## src/rtl/framebuffer_write_arbiter.sv

```systemverilog
// ---------------------------------------------------------------------------
// framebuffer_write_arbiter
//
// Owns the write port of the pixel dual-port RAM and shares it between two
// requesters: host pixel writes arriving over a valid/ready handshake, and an
// internal fill engine that paints one colour over a contiguous, wrapping
// address range (clear screen, rectangle fill). Every granted write appears
// on the registered o_write_* outputs one cycle after its grant; at most one
// write is issued per cycle. The read/scan-out side of the RAM is untouched.
//
// Configuration macro: ARBITER_ROUND_ROBIN_EN
//   undefined : fixed priority, the host always wins a tie (a fill may stall
//               for as long as the host keeps i_host_valid high)
//   defined   : round robin on ties, the requester that lost the previous tie
//               wins the next one; uncontended grants leave the history alone
//
// Parameters
//   DATA_WIDTH    pixel width, must match the RAM data width
//   ADDRESS_SIZE  RAM address width; depth is 2**ADDRESS_SIZE words
//
// Ports
//   i_clock          block clock, also clocks the RAM write port
//   i_reset          synchronous, active-high; abandons a running fill
//   i_host_valid     host write request pending
//   o_host_ready     host request granted this cycle (combinational)
//   i_host_address   host write address, held stable until transfer
//   i_host_data      host pixel value, held stable until transfer
//   i_fill_start     single-cycle pulse starting a fill (ignored while busy)
//   i_fill_base      first fill address, sampled on i_fill_start
//   i_fill_length    word count 0..2**ADDRESS_SIZE, sampled on i_fill_start
//   i_fill_color     fill value, sampled on i_fill_start
//   o_fill_busy      a fill is in progress
//   o_fill_done      single-cycle completion pulse
//   o_write_enable   RAM write enable
//   o_write_address  RAM write address
//   o_data           RAM write data
// ---------------------------------------------------------------------------
`timescale 1ns/1ps

module framebuffer_write_arbiter #(
    parameter int DATA_WIDTH   = 12,
    parameter int ADDRESS_SIZE = 13
) (
    input  logic                    i_clock,
    input  logic                    i_reset,
    input  logic                    i_host_valid,
    output logic                    o_host_ready,
    input  logic [ADDRESS_SIZE-1:0] i_host_address,
    input  logic [DATA_WIDTH-1:0]   i_host_data,
    input  logic                    i_fill_start,
    input  logic [ADDRESS_SIZE-1:0] i_fill_base,
    input  logic [ADDRESS_SIZE:0]   i_fill_length,
    input  logic [DATA_WIDTH-1:0]   i_fill_color,
    output logic                    o_fill_busy,
    output logic                    o_fill_done,
    output logic                    o_write_enable,
    output logic [ADDRESS_SIZE-1:0] o_write_address,
    output logic [DATA_WIDTH-1:0]   o_data
);

    localparam logic [0:0] S_IDLE = 1'b0;
    localparam logic [0:0] S_FILL = 1'b1;

    localparam logic [ADDRESS_SIZE-1:0] ADDR_ONE = {{(ADDRESS_SIZE-1){1'b0}}, 1'b1};
    localparam logic [ADDRESS_SIZE:0]   LEN_ZERO = '0;
    localparam logic [ADDRESS_SIZE:0]   LEN_ONE  = {{ADDRESS_SIZE{1'b0}}, 1'b1};

    logic [0:0]              r_state;
    logic [ADDRESS_SIZE-1:0] r_fill_base;
    logic [ADDRESS_SIZE-1:0] r_fill_offset;
    logic [ADDRESS_SIZE:0]   r_fill_remaining;   // one bit wider: a full-memory fill is 2**ADDRESS_SIZE words
    logic [DATA_WIDTH-1:0]   r_fill_color;
    logic                    r_fill_done;
    logic                    r_write_enable;
    logic [ADDRESS_SIZE-1:0] r_write_address;
    logic [DATA_WIDTH-1:0]   r_data;

    logic                    w_fill_request;
    logic                    w_grant_host;
    logic                    w_grant_fill;
    logic                    w_fill_last;
    logic [ADDRESS_SIZE-1:0] w_fill_address;

    assign w_fill_request = (r_state == S_FILL);
    // The sum is truncated to ADDRESS_SIZE bits, which gives the modulo wrap.
    assign w_fill_address = r_fill_base + r_fill_offset;
    assign w_fill_last    = (r_fill_remaining == LEN_ONE);

`ifdef ARBITER_ROUND_ROBIN_EN
    localparam logic GRANT_HOST = 1'b0;
    localparam logic GRANT_FILL = 1'b1;

    logic r_last_grant;
    logic w_tie;

    assign w_tie = i_host_valid && w_fill_request;
    // On a tie the host wins only if the fill took the previous tie.
    assign w_grant_host = i_host_valid && (!w_fill_request || (r_last_grant == GRANT_FILL));

    always_ff @(posedge i_clock) begin
        if (i_reset) begin
            // Fill history at reset so that the host wins the first tie.
            r_last_grant <= GRANT_FILL;
        end else if (w_tie) begin
            // Uncontended grants deliberately leave the history unchanged.
            r_last_grant <= w_grant_host ? GRANT_HOST : GRANT_FILL;
        end
    end
`else
    // Fixed priority: a pending host request always takes the port.
    assign w_grant_host = i_host_valid;
`endif

    assign w_grant_fill = w_fill_request && !w_grant_host;
    assign o_host_ready = w_grant_host;

    // NOTE: state registers use non-blocking assignments so every flop samples
    // the pre-edge values of the others; blocking here would create ordering races.
    always_ff @(posedge i_clock) begin
        if (i_reset) begin
            r_state          <= S_IDLE;
            r_fill_base      <= '0;
            r_fill_offset    <= '0;
            r_fill_remaining <= '0;
            r_fill_color     <= '0;
            r_fill_done      <= 1'b0;
            r_write_enable   <= 1'b0;
            r_write_address  <= '0;
            r_data           <= '0;
        end else begin
            r_write_enable <= w_grant_host || w_grant_fill;
            r_fill_done    <= 1'b0;

            // Address/data hold their last value when nothing is granted;
            // the RAM ignores them while write_enable is low.
            if (w_grant_host) begin
                r_write_address <= i_host_address;
                r_data          <= i_host_data;
            end else if (w_grant_fill) begin
                r_write_address <= w_fill_address;
                r_data          <= r_fill_color;
            end

            if (r_state == S_IDLE) begin
                if (i_fill_start) begin
                    if (i_fill_length == LEN_ZERO) begin
                        // Empty fill: nothing to write, just report completion.
                        r_fill_done <= 1'b1;
                    end else begin
                        r_fill_base      <= i_fill_base;
                        r_fill_color     <= i_fill_color;
                        r_fill_remaining <= i_fill_length;
                        r_fill_offset    <= '0;
                        r_state          <= S_FILL;
                    end
                end
            end else begin
                // A fill_start arriving here is ignored; the running fill continues.
                if (w_grant_fill) begin
                    r_fill_offset    <= r_fill_offset + ADDR_ONE;
                    r_fill_remaining <= r_fill_remaining - LEN_ONE;
                    if (w_fill_last) begin
                        // Done lines up with the last write on the outputs.
                        r_fill_done <= 1'b1;
                        r_state     <= S_IDLE;
                    end
                end
            end
        end
    end

    // Busy is the registered FILL state: it rises the cycle after fill_start and
    // falls in the same cycle the last fill write appears with fill_done.
    assign o_fill_busy     = (r_state == S_FILL);
    assign o_fill_done     = r_fill_done;
    assign o_write_enable  = r_write_enable;
    assign o_write_address = r_write_address;
    assign o_data          = r_data;

endmodule
```

## config.mk

```make
export PLATFORM = sky130hd
export DESIGN_NAME = framebuffer_write_arbiter
export DESIGN_NICKNAME = d
export VERILOG_FILES = /design/src/rtl/framebuffer_write_arbiter.sv
export SDC_FILE = /design/constraint.sdc
export NUM_CORES = 1
export LEC_CHECK = 0
export ABC_AREA = 1
export BUFFER_PORTS_ARGS = -buffer_cell sky130_fd_sc_hd__buf_2
export CAP_MARGIN = 20
export CORE_AREA = 5 5 101 103
export DETAILED_ROUTE_END_ITERATION = 7
export DIE_AREA = 0 0 106 108
export GPL_TIMING_DRIVEN = 0
export PLACE_DENSITY_LB_ADDON = 0.08
export SLEW_MARGIN = 30
export SYNTH_ARGS = -nofsm -noshare
export SYNTH_HDL_FRONTEND = slang
export SYNTH_SLANG_ARGS = --single-unit
```

## constraint.sdc

```tcl
create_clock -name i_clock -period 2.73 [get_ports i_clock]
set_clock_uncertainty 0.15 [all_clocks]
set_input_delay 0.819 -clock i_clock [delete_from_list [all_inputs] [get_ports i_clock]]
set_output_delay 0.819 -clock i_clock [all_outputs]
set_load 0.005 [all_outputs]
```

==> impl_metrics.toml, run 1 <==
[status]
outcome = "finished clean"

[global_route]
gr-usage-met3 = 0.04119
grt_max_degree = 17
grt_first_pass_wirelength_mm = 20.24
grt_usage = 0.2166
grt_antenna_before_repair = 0
grt_use_met2 = 0.3593
grt-ovfl-total = 0
grt_pass1_vias = 4275
use_met1 = 0.2912
top_usage_layer = "met2"

[finish]
n_antenna_cell = 0
nNetsFinal = 860
fillers = 902
drive_gt1_frac = 0.1869
fin_cells = 892
multiInputGateArea_mm2 = 0.002437
ff_latch_area_mm2 = 0.001602
syn2layout_area_growth_pct = 17.76

[place]
hpwl_mm = 9.640
port_buffers = 94
place_congestion = 0.8663
dp.cells = 876

[setup_path]
path_max_fanout = 5
critPathLaunchType = "flip-flop"
worstPathBufferInverterCount = 0
cp_top_family = "simple AND/OR/NAND/NOR gates"
cp_common_cell = "nand2_1"
critical_path.slowest_cell = "fa_1"
max_stage_delay_ns = 0.45
crit_start = "r_fill_offset[0]$_SDFFE_PP0P_"
r2r_start = "r_fill_offset[0]$_SDFFE_PP0P_"
cp.required_ns = 2.80
worstPathArrival_ns = 2.23
endpoint_kind = "flip-flop"
crit_chain = "ha_1, fa_1, nand3_1, nand2_1, nand2_1, nand2_1, or2_2, nand3_1, a21oi_1"
critPathKind = "reg2reg"

[floorplanning]
die_w_um = 106
die_area_mm2 = 0.01145
rows = 35
die_y_um = 108
num_io_pins = 97
start_util = 0.4912
coreArea_mm2 = 0.009109

[clocking]
worst_skew_pair.late_latency_ns = 0.36
post_cts_resized = 0
cts_root_buffer = "clkbuf_8"
cts_buffers = 9
clock_path_buffers = 2
cts.sinks = 80
cts_tree = "built"
ctsHoldBuffers = 0
clkTransAtPathRegs_ns = 0.09
post_cts_buffers = 0
htreeDepth = 3

[power_and_ir_drop]
power_density_mw_per_mm2 = 499.3
ir_drop_mv = 0.2450
p_leak_nw = 2.611
report.power.total_mw = 2.631

[min_path]
hold_class = "reg2reg"
holdCritStartpoint = "r_fill_color[1]$_SDFFE_PP0P_"

[routing]
vias_per_cell = 5.166
drc_errors = 0
firstDrtPassIters = 4
first_iter_violations = 205
wl_per_cell_um = 13.87
ant_nets = 0
postRouteWirelength_mm = 12.37
vias = 4608

[sta]
slew_viol_final = 0
setup_viol_count_final = 0
setup_tns_ns = 0
fmax_mhz = 464.0
relSlewSlack = 0.5189
rsz0062_at_grt = "false"
period_share = 0.7894
hold_violations = 0
worst_pin_slew_ns = 0.7217
period_minus_slack_ns = 2.155

[synthesis]
syn_area_mm2 = 0.004474
synth_cell_type_count = 39
yosys_warnings = 0
ys.flop_type = "dfxtp_1"
synth_top_area_cell = "dfxtp_1"
ys_seq_elements = 80
synth_fp_nets = 755
synth_common_cells = "nand2_1 (179), dfxtp_1 (80), inv_1 (74)"
yosysMostFrequentCell = "nand2_1"
async_flop_share = 0
syn_area_per_cell_um2 = 6.668
syn_inst = 671
yosysTopAreaCellShare = 0.3579
synth_edf_count = 0
synth_area_leaders = "dfxtp_1 (36%), nand2_1 (15%), nand3_1 (7.5%), a21oi_1 (6.3%), inv_1 (6.2%)"
seq_area_frac_synth = 0.3579

[run]
max_cap_violations = 0
layout make-up:
class,count,share of cell area
clock inverters,7,0.01164
flip-flops and latches,80,0.3040
well taps,111,0.02636
plain buffers,29,0.02588
repair buffers,94,0.08929
multi-input cells,483,0.4626
inverters,79,0.05676
clock buffers,9,0.02351
stage by stage:
stage	cell area [um2]	utilization	setup slack, ns	hold WS [ns]
3_3_place_gp	5084	0.5581	0.3130	0.2882
4_1_cts	5269	0.5784	0.5949	0.3057
2_1_floorplan	4474	-	0.6559	0.2757
6_report	5269	0.5784	0.5750	0.3031
5_1_grt	5269	0.5784	0.4965	0.3295
3_5_place_dp	5084	0.5581	0.3133	0.2929
worst register-to-register path: cells and delay by family, from the launching register on:
family                   cells  cell delay (ns)
AO/OA/AOI/OAI                1             0.07
flip-flops                   1             0.38
adder cells (fa/ha/maj)      2             0.70
AND/OR/NAND/NOR              6             0.74
per-layer routing:
metal  routed length [um]  up-vias
li1                     -     2391
met1                 5677     2055
met2                 5726      146
met3                  804       16
met4                  162        0
met5                    0        -
power by group:
| group | switching (mW) | total [mW] | internal (mW) | leakage [nW] |
|---|---|---|---|---|
| sequential | 0.0522 | 1.29 | 1.24 | 0.658 |
| clock | 0.491 | 0.839 | 0.348 | 0.0888 |
| combinational | 0.304 | 0.500 | 0.196 | 1.86 |
| total | 0.847 | 2.63 | 1.78 | 2.61 |
state kept, by name, indices dropped and copies added, names as in the netlist:
register and cells:
o_data 12, o_fill_busy 1, o_fill_done 1, o_write_address 13, o_write_enable 1, r_fill_base 13, r_fill_color 12, r_fill_offset 13
r_fill_remaining 14
placed cells by master (no fill, tap or decap), drive strengths merged, types with 2 or more instances in the layout:
master | Yosys | layout
xnor2 | 2 | 2
clkinv | 2 | 3
or2 | 4 | 4
nand2 | 187 | 187
ha | 15 | 15
nand4 | 9 | 9
clkinvlp | 0 | 2
nand3 | 67 | 67
a31oi | 3 | 3
a22oi | 16 | 16
o21bai | 2 | 2
a21oi | 61 | 61
nor3 | 7 | 7
xor2 | 8 | 8
o21ai | 37 | 37
buf | 17 | 111
dfxtp | 80 | 80
nor2 | 59 | 59
clkbuf | 12 | 21
inv | 77 | 81
logic make-up after synthesis:
| logic type | synth area share |
|---|---|
| simple gates | 0.3227 |
| compound gates | 0.1538 |
| buf+inv | 0.09732 |
| flops | 0.3579 |
| fa+ha+maj | 0.04642 |
| xor+xnor | 0.01958 |
| mux | 0.002237 |
final timing paths:
check,endpoint,slack (ns),cells after the start
worst min-delay path,r_fill_color[1]$_SDFFE_PP0P_,0.30,2
worst min register to register,r_fill_color[1]$_SDFFE_PP0P_,0.30,2
worst max-delay path,o_write_address[6]$_SDFFE_PP0P_,0.57,9
worst max register to register,o_write_address[6]$_SDFFE_PP0P_,0.57,9
Power figures use the tool's default switching activity.
==> run 2: changes to the inputs <==
Clock period 2.73 ns to 1.8 ns, I/O delays scaled along.
==> run 2 against run 1 <==
The run now ends with setup timing left. Worst setup slack lost 0.58 ns. Sequential power up 52%. Clock power up 66%.
==> impl_metrics.toml, run 2 (synthesis results as in run 1) <==
[routing]
drc_errors = 0
first_iter_violations = 182
firstDrtPassIters = 5
wl_per_cell_um = 14.16
ant_nets = 0
vias = 4729
vias_per_cell = 5.260
postRouteWirelength_mm = 12.73

[setup_path]
reg2reg_depth = 9
rrSetupSlack_ns = -0.009
worstPathArrival_ns = 1.89
critPathKind = "reg2reg"
cp.required_ns = 1.88
rr_endpoint = "o_write_address[6]$_SDFFE_PP0P_"
r2r_start = "r_fill_offset[0]$_SDFFE_PP0P_"
worstPathBufferInverterCount = 0
max_stage_delay_ns = 0.37
path_max_fanout = 4
cp_top_family = "simple AND/OR/NAND/NOR gates"
critPathLaunchType = "flip-flop"
crit_chain = "ha_4, fa_2, nand3_2, nand2_2, nand2_1, nand2_1, or2_4, nand3_2, a21oi_1"
endpoint_kind = "flip-flop"
critical_path.slowest_cell = "dfxtp_4"

[min_path]
min_to = "r_fill_base[4]$_SDFFE_PP0P_"
hold_class = "in2reg"
min_path_cells = 3
holdCritStartpoint = "i_fill_base[4]"

[status]
violations = "setup timing"
outcome = "finished, violations left"

[finish]
fillers = 881
drive_gt1_frac = 0.2475
final_common_cell = "nand2_1"
syn2layout_area_growth_pct = 24.58
fin_cells = 899
design_area_mm2 = 0.005574
nNetsFinal = 867
largest_reg_flops = 14
final_cell_mix = "nand2_1 (177), buf_2 (104), inv_1 (74)"
n_antenna_cell = 0
multiInputGateArea_mm2 = 0.002621
ff_latch_area_mm2 = 0.001629
regMostFlops = "r_fill_remaining"

[power_and_ir_drop]
power_density_mw_per_mm2 = 742.6
p_leak_nw = 2.667
ir_drop_mv = 0.3740
report.power.total_mw = 4.139

[place]
hpwl_mm = 9.618
place_congestion = 0.8645
port_buffers = 94
postPlaceCellArea_mm2 = 0.005089
dp.cells = 876

[global_route]
grt-ovfl-total = 0
grt_usage = 0.2231
grt_first_pass_wirelength_mm = 20.60
grt_max_degree = 16
grt_antenna_before_repair = 0
grt_pass1_vias = 4327

[sta]
period_minus_slack_ns = 1.809
slew_viol_final = 0
setup_tns_ns = -0.009121
worst_pin_slew_ns = 0.7554
setup_viol_count_final = 1
fin_ws_ns = -0.009121
hold_violations = 0
relSlewSlack = 0.4964
rsz0062_at_grt = "true"
fmax_mhz = 552.8
period_share = 1.005

[clocking]
clkTransAtPathRegs_ns = 0.09
cts_buffers = 9
worst_skew_pair.late_latency_ns = 0.37
cts_root_buffer = "clkbuf_8"
cts.sinks = 80
clock_path_buffers = 2
htreeDepth = 3
ctsHoldBuffers = 0
cts_tree = "built"

[floorplanning]
rows = 35
die_area_mm2 = 0.01145
coreArea_mm2 = 0.009109
num_io_pins = 97
die_w_um = 106
start_util = 0.4912
die_y_um = 108

[run]
max_cap_violations = 0
[run 2: cell count changes in the layout (fill, tap and decap cells not counted), sizes merged]
cell / before / now
buf: 111 / 118
bufinv: 0 / 1
inv: 81 / 80
[run 2: worst max-delay path by stage]
| stage | startpoint | to | slack [ns] | depth (start not counted) |
|---|---|---|---|---|
| 2_1_floorplan | r_fill_offset[0]$_SDFFE_PP0P_ | o_write_address[6]$_SDFFE_PP0P_ | 0.003 | 9 |
| 3_3_place_gp | i_fill_length[6] | r_fill_offset[4]$_SDFFE_PP0P_ | -0.35 | 11 |
| 3_5_place_dp | i_fill_length[6] | r_fill_offset[2]$_SDFFE_PP0P_ | -0.35 | 11 |
| 4_1_cts | r_fill_offset[0]$_SDFFE_PP0P_ | o_write_address[6]$_SDFFE_PP0P_ | -0.08 | 9 |
| 5_1_grt | r_fill_offset[0]$_SDFFE_PP0P_ | o_write_address[6]$_SDFFE_PP0P_ | -0.09 | 9 |
| 6_report | r_fill_offset[0]$_SDFFE_PP0P_ | o_write_address[6]$_SDFFE_PP0P_ | -0.009 | 9 |
[run 2: worst register-to-register path, stage by stage, from the launching register on]
cell and delay (ns):
dfxtp_4 0.37, ha_4 0.17, fa_2 0.35, nand3_2 0.07
nand2_2 0.08, nand2_1 0.08, nand2_1 0.07, or2_4 0.23
nand3_2 0.05, a21oi_1 0.05
[run 2: routing by layer]
metal  GRT usage  wire length, um  vias up
met1      0.2983             5862     2169
met2      0.3684             5915      132
met3     0.03582              747       21
li1            -                -     2407
met4     0.07586              208        0
met5           0                0        -
[run 2: cell type report]
cell class | instances | area share
Clock buffer | 9 | 0.02222
Clock inverter | 7 | 0.01437
Timing Repair Buffer | 101 | 0.09383
Sequential cell | 80 | 0.2923
Multi-Input combinational cell | 483 | 0.4703
Inverter | 79 | 0.05477
Tap cell | 111 | 0.02492
Buffer | 29 | 0.02738
[run 2: report_power, final]
part	switching (mW)	total [mW]	internal [mW]
registers	0.0833	1.96	1.87
clock network	0.734	1.39	0.657
logic	0.470	0.792	0.323
[run 2: per-stage QoR]
stage | worst slack (ns) | hold slack (ns) | utilization
2_1_floorplan | 0.003041 | 0.2757 | -
3_3_place_gp | -0.3481 | 0.2874 | 0.5587
3_5_place_dp | -0.3471 | 0.2935 | 0.5587
4_1_cts | -0.07537 | 0.2851 | 0.5915
5_1_grt | -0.08661 | 0.2973 | 0.6120
6_report | -0.009121 | 0.2828 | 0.6120
[run 2: what timing repair did]
action,CTS,global route
buffers inserted,5,2
endpoints found under the setup margin,27,46
resized for setup,17,50
pin swaps,2,8
==> run 3: changes to the inputs <==
Clock period 1.8 ns to 1.6 ns, I/O delays scaled along.
==> run 3 against run 2 <==
The flow still finishes with violations (setup timing). Cell count rose by 2.0%. Wire length is 6.4% higher. Cell area is 7.8% higher. Clock power grew 12%. Non-clock buffer count increased by 18. Largest power group unchanged. Highest routed layer unchanged.
==> impl_metrics.toml, run 3 (synthesis results as in run 1) <==
[status]
outcome = "finished, violations left"
violations = "setup timing"

[finish]
final_common_cell = "nand2_1"
final_cell_mix = "nand2_1 (162), buf_2 (96), inv_1 (69)"
fin_cells = 917
regMostFlops = "r_fill_remaining"
nNetsFinal = 885
syn2layout_area_growth_pct = 34.31
drive_gt1_frac = 0.3362
largest_reg_flops = 14
finish.utilization = 0.6598
n_antenna_cell = 0

[sta]
period_share = 1.129
rsz0062_at_grt = "true"
hold_ws_ns = 0.2392
fin_ws_ns = -0.2063
period_minus_slack_ns = 1.806
setup_viol_count_final = 11
relSlewSlack = 0.5088
fmax_mhz = 553.6
setup_tns_ns = -1.063
hold_violations = 0
worst_pin_slew_ns = 0.7368
slew_viol_final = 0

[power_and_ir_drop]
power_density_mw_per_mm2 = 791.0
ir_drop_mv = 0.4454
p_leak_nw = 2.841
report.power.total_mw = 4.754

[setup_path]
rrSetupSlack_ns = -0.21
endpoint_kind = "flip-flop"
crit_chain = "ha_4, fa_2, nand3_2, nand2_2, nand2_1, nand2_1, or2_4, nand3_2, a21oi_2"
critical_path.slowest_cell = "dfxtp_4"
cp.required_ns = 1.67
critPathLaunchType = "flip-flop"
critPathKind = "reg2reg"
worstPathArrival_ns = 1.87
path_max_fanout = 4
max_stage_delay_ns = 0.37

[run]
max_cap_violations = 0

[global_route]
use_met1 = 0.2858
grt_usage = 0.2314
grt-ovfl-total = 0
grt_first_pass_wirelength_mm = 21.41
grt_antenna_before_repair = 0
grt_max_degree = 20
gr-usage-met3 = 0.04239
grt_pass1_vias = 4566
grt_use_met2 = 0.4135
top_usage_layer = "met2"

[clocking]
cts_root_buffer = "clkbuf_8"
worst_skew_pair.late_latency_ns = 0.35
clkTransAtPathRegs_ns = 0.09
cts.sinks = 80
htreeDepth = 3
clock_path_buffers = 2
cts_tree = "built"
cts_buffers = 9

[routing]
vias = 4861
vias_per_cell = 5.301
postRouteWirelength_mm = 13.55
drc_errors = 0
first_iter_violations = 228
ant_nets = 0
wl_per_cell_um = 14.78
firstDrtPassIters = 5

[floorplanning]
die_area_mm2 = 0.01145
num_io_pins = 97
die_y_um = 108
rows = 35
start_util = 0.4912
coreArea_mm2 = 0.009109
die_w_um = 106

[place]
port_buffers = 94
dp.cells = 876
hpwl_mm = 9.820
place_congestion = 0.9210

[min_path]
hold_class = "in2reg"
run 3: cell count changes in the layout (fill, tap and decap cells not counted), moves of 6 or more:
cell     change
buf_4       +19
nand3_2      +8
nand2_2     +13
a21oi_1      -6
a21oi_2      +6
dfxtp_1     -10
nand3_1      -9
buf_2        -8
nor2_1       -8
nand2_1     -15
run 3: final timing paths:
kind,start,endpoint,depth (start not counted)
min reg2reg,r_fill_color[10]$_SDFFE_PP0P_,r_fill_color[10]$_SDFFE_PP0P_,2
max reg2reg,r_fill_offset[0]$_SDFFE_PP0P_,o_write_address[6]$_SDFFE_PP0P_,9
min,i_fill_color[0],r_fill_color[0]$_SDFFE_PP0P_,3
max,r_fill_offset[0]$_SDFFE_PP0P_,o_write_address[6]$_SDFFE_PP0P_,9
run 3: repair_timing:
action	CTS	global route
endpoints found under the setup margin	50	49
hold buffers	0	0
gates resized for setup	47	71
buffers inserted	16	10
pin swaps	11	14
run 3: power by group:
part           switching, mW  total [mW]  internal, mW
clock                  0.811        1.55         0.736
combinational          0.576        1.00         0.426
sequential             0.104        2.20          2.10
total                   1.49        4.75          3.26
run 3: worst max-delay path: cells and delay by family (launching register included):
family          cells  cell delay, ns
compound gates      1            0.05
fa+ha+maj           2            0.53
flops               1            0.37
simple gates        6            0.56
run 3: through the flow:
step / worst slack, ns / instance area [um2]
after floorplan: -0.1477 / 4607
after global placement: -0.4593 / 5216
after detailed placement: -0.4802 / 5216
after CTS: -0.1858 / 5731
after global routing: -0.2756 / 6010
final: -0.2063 / 6010
run 3: area by class of cell:
type                            count  area (um2)
Sequential cell                    80        1654
Clock inverter                      7       77.57
Multi-Input combinational cell    483        2844
Buffer                             28       188.9
Inverter                           79       309.0
Fill cell                         831        3099
Clock buffer                        9       123.9
Timing Repair Buffer              120       673.1
Tap cell                          111       138.9
run 3: layer usage:
metal | part of all wire | vias up
met2 | 0.51 | 138
li1 | - | 2444
met4 | 0.012 | 0
met3 | 0.052 | 14
met1 | 0.43 | 2265
met5 | 0 | -
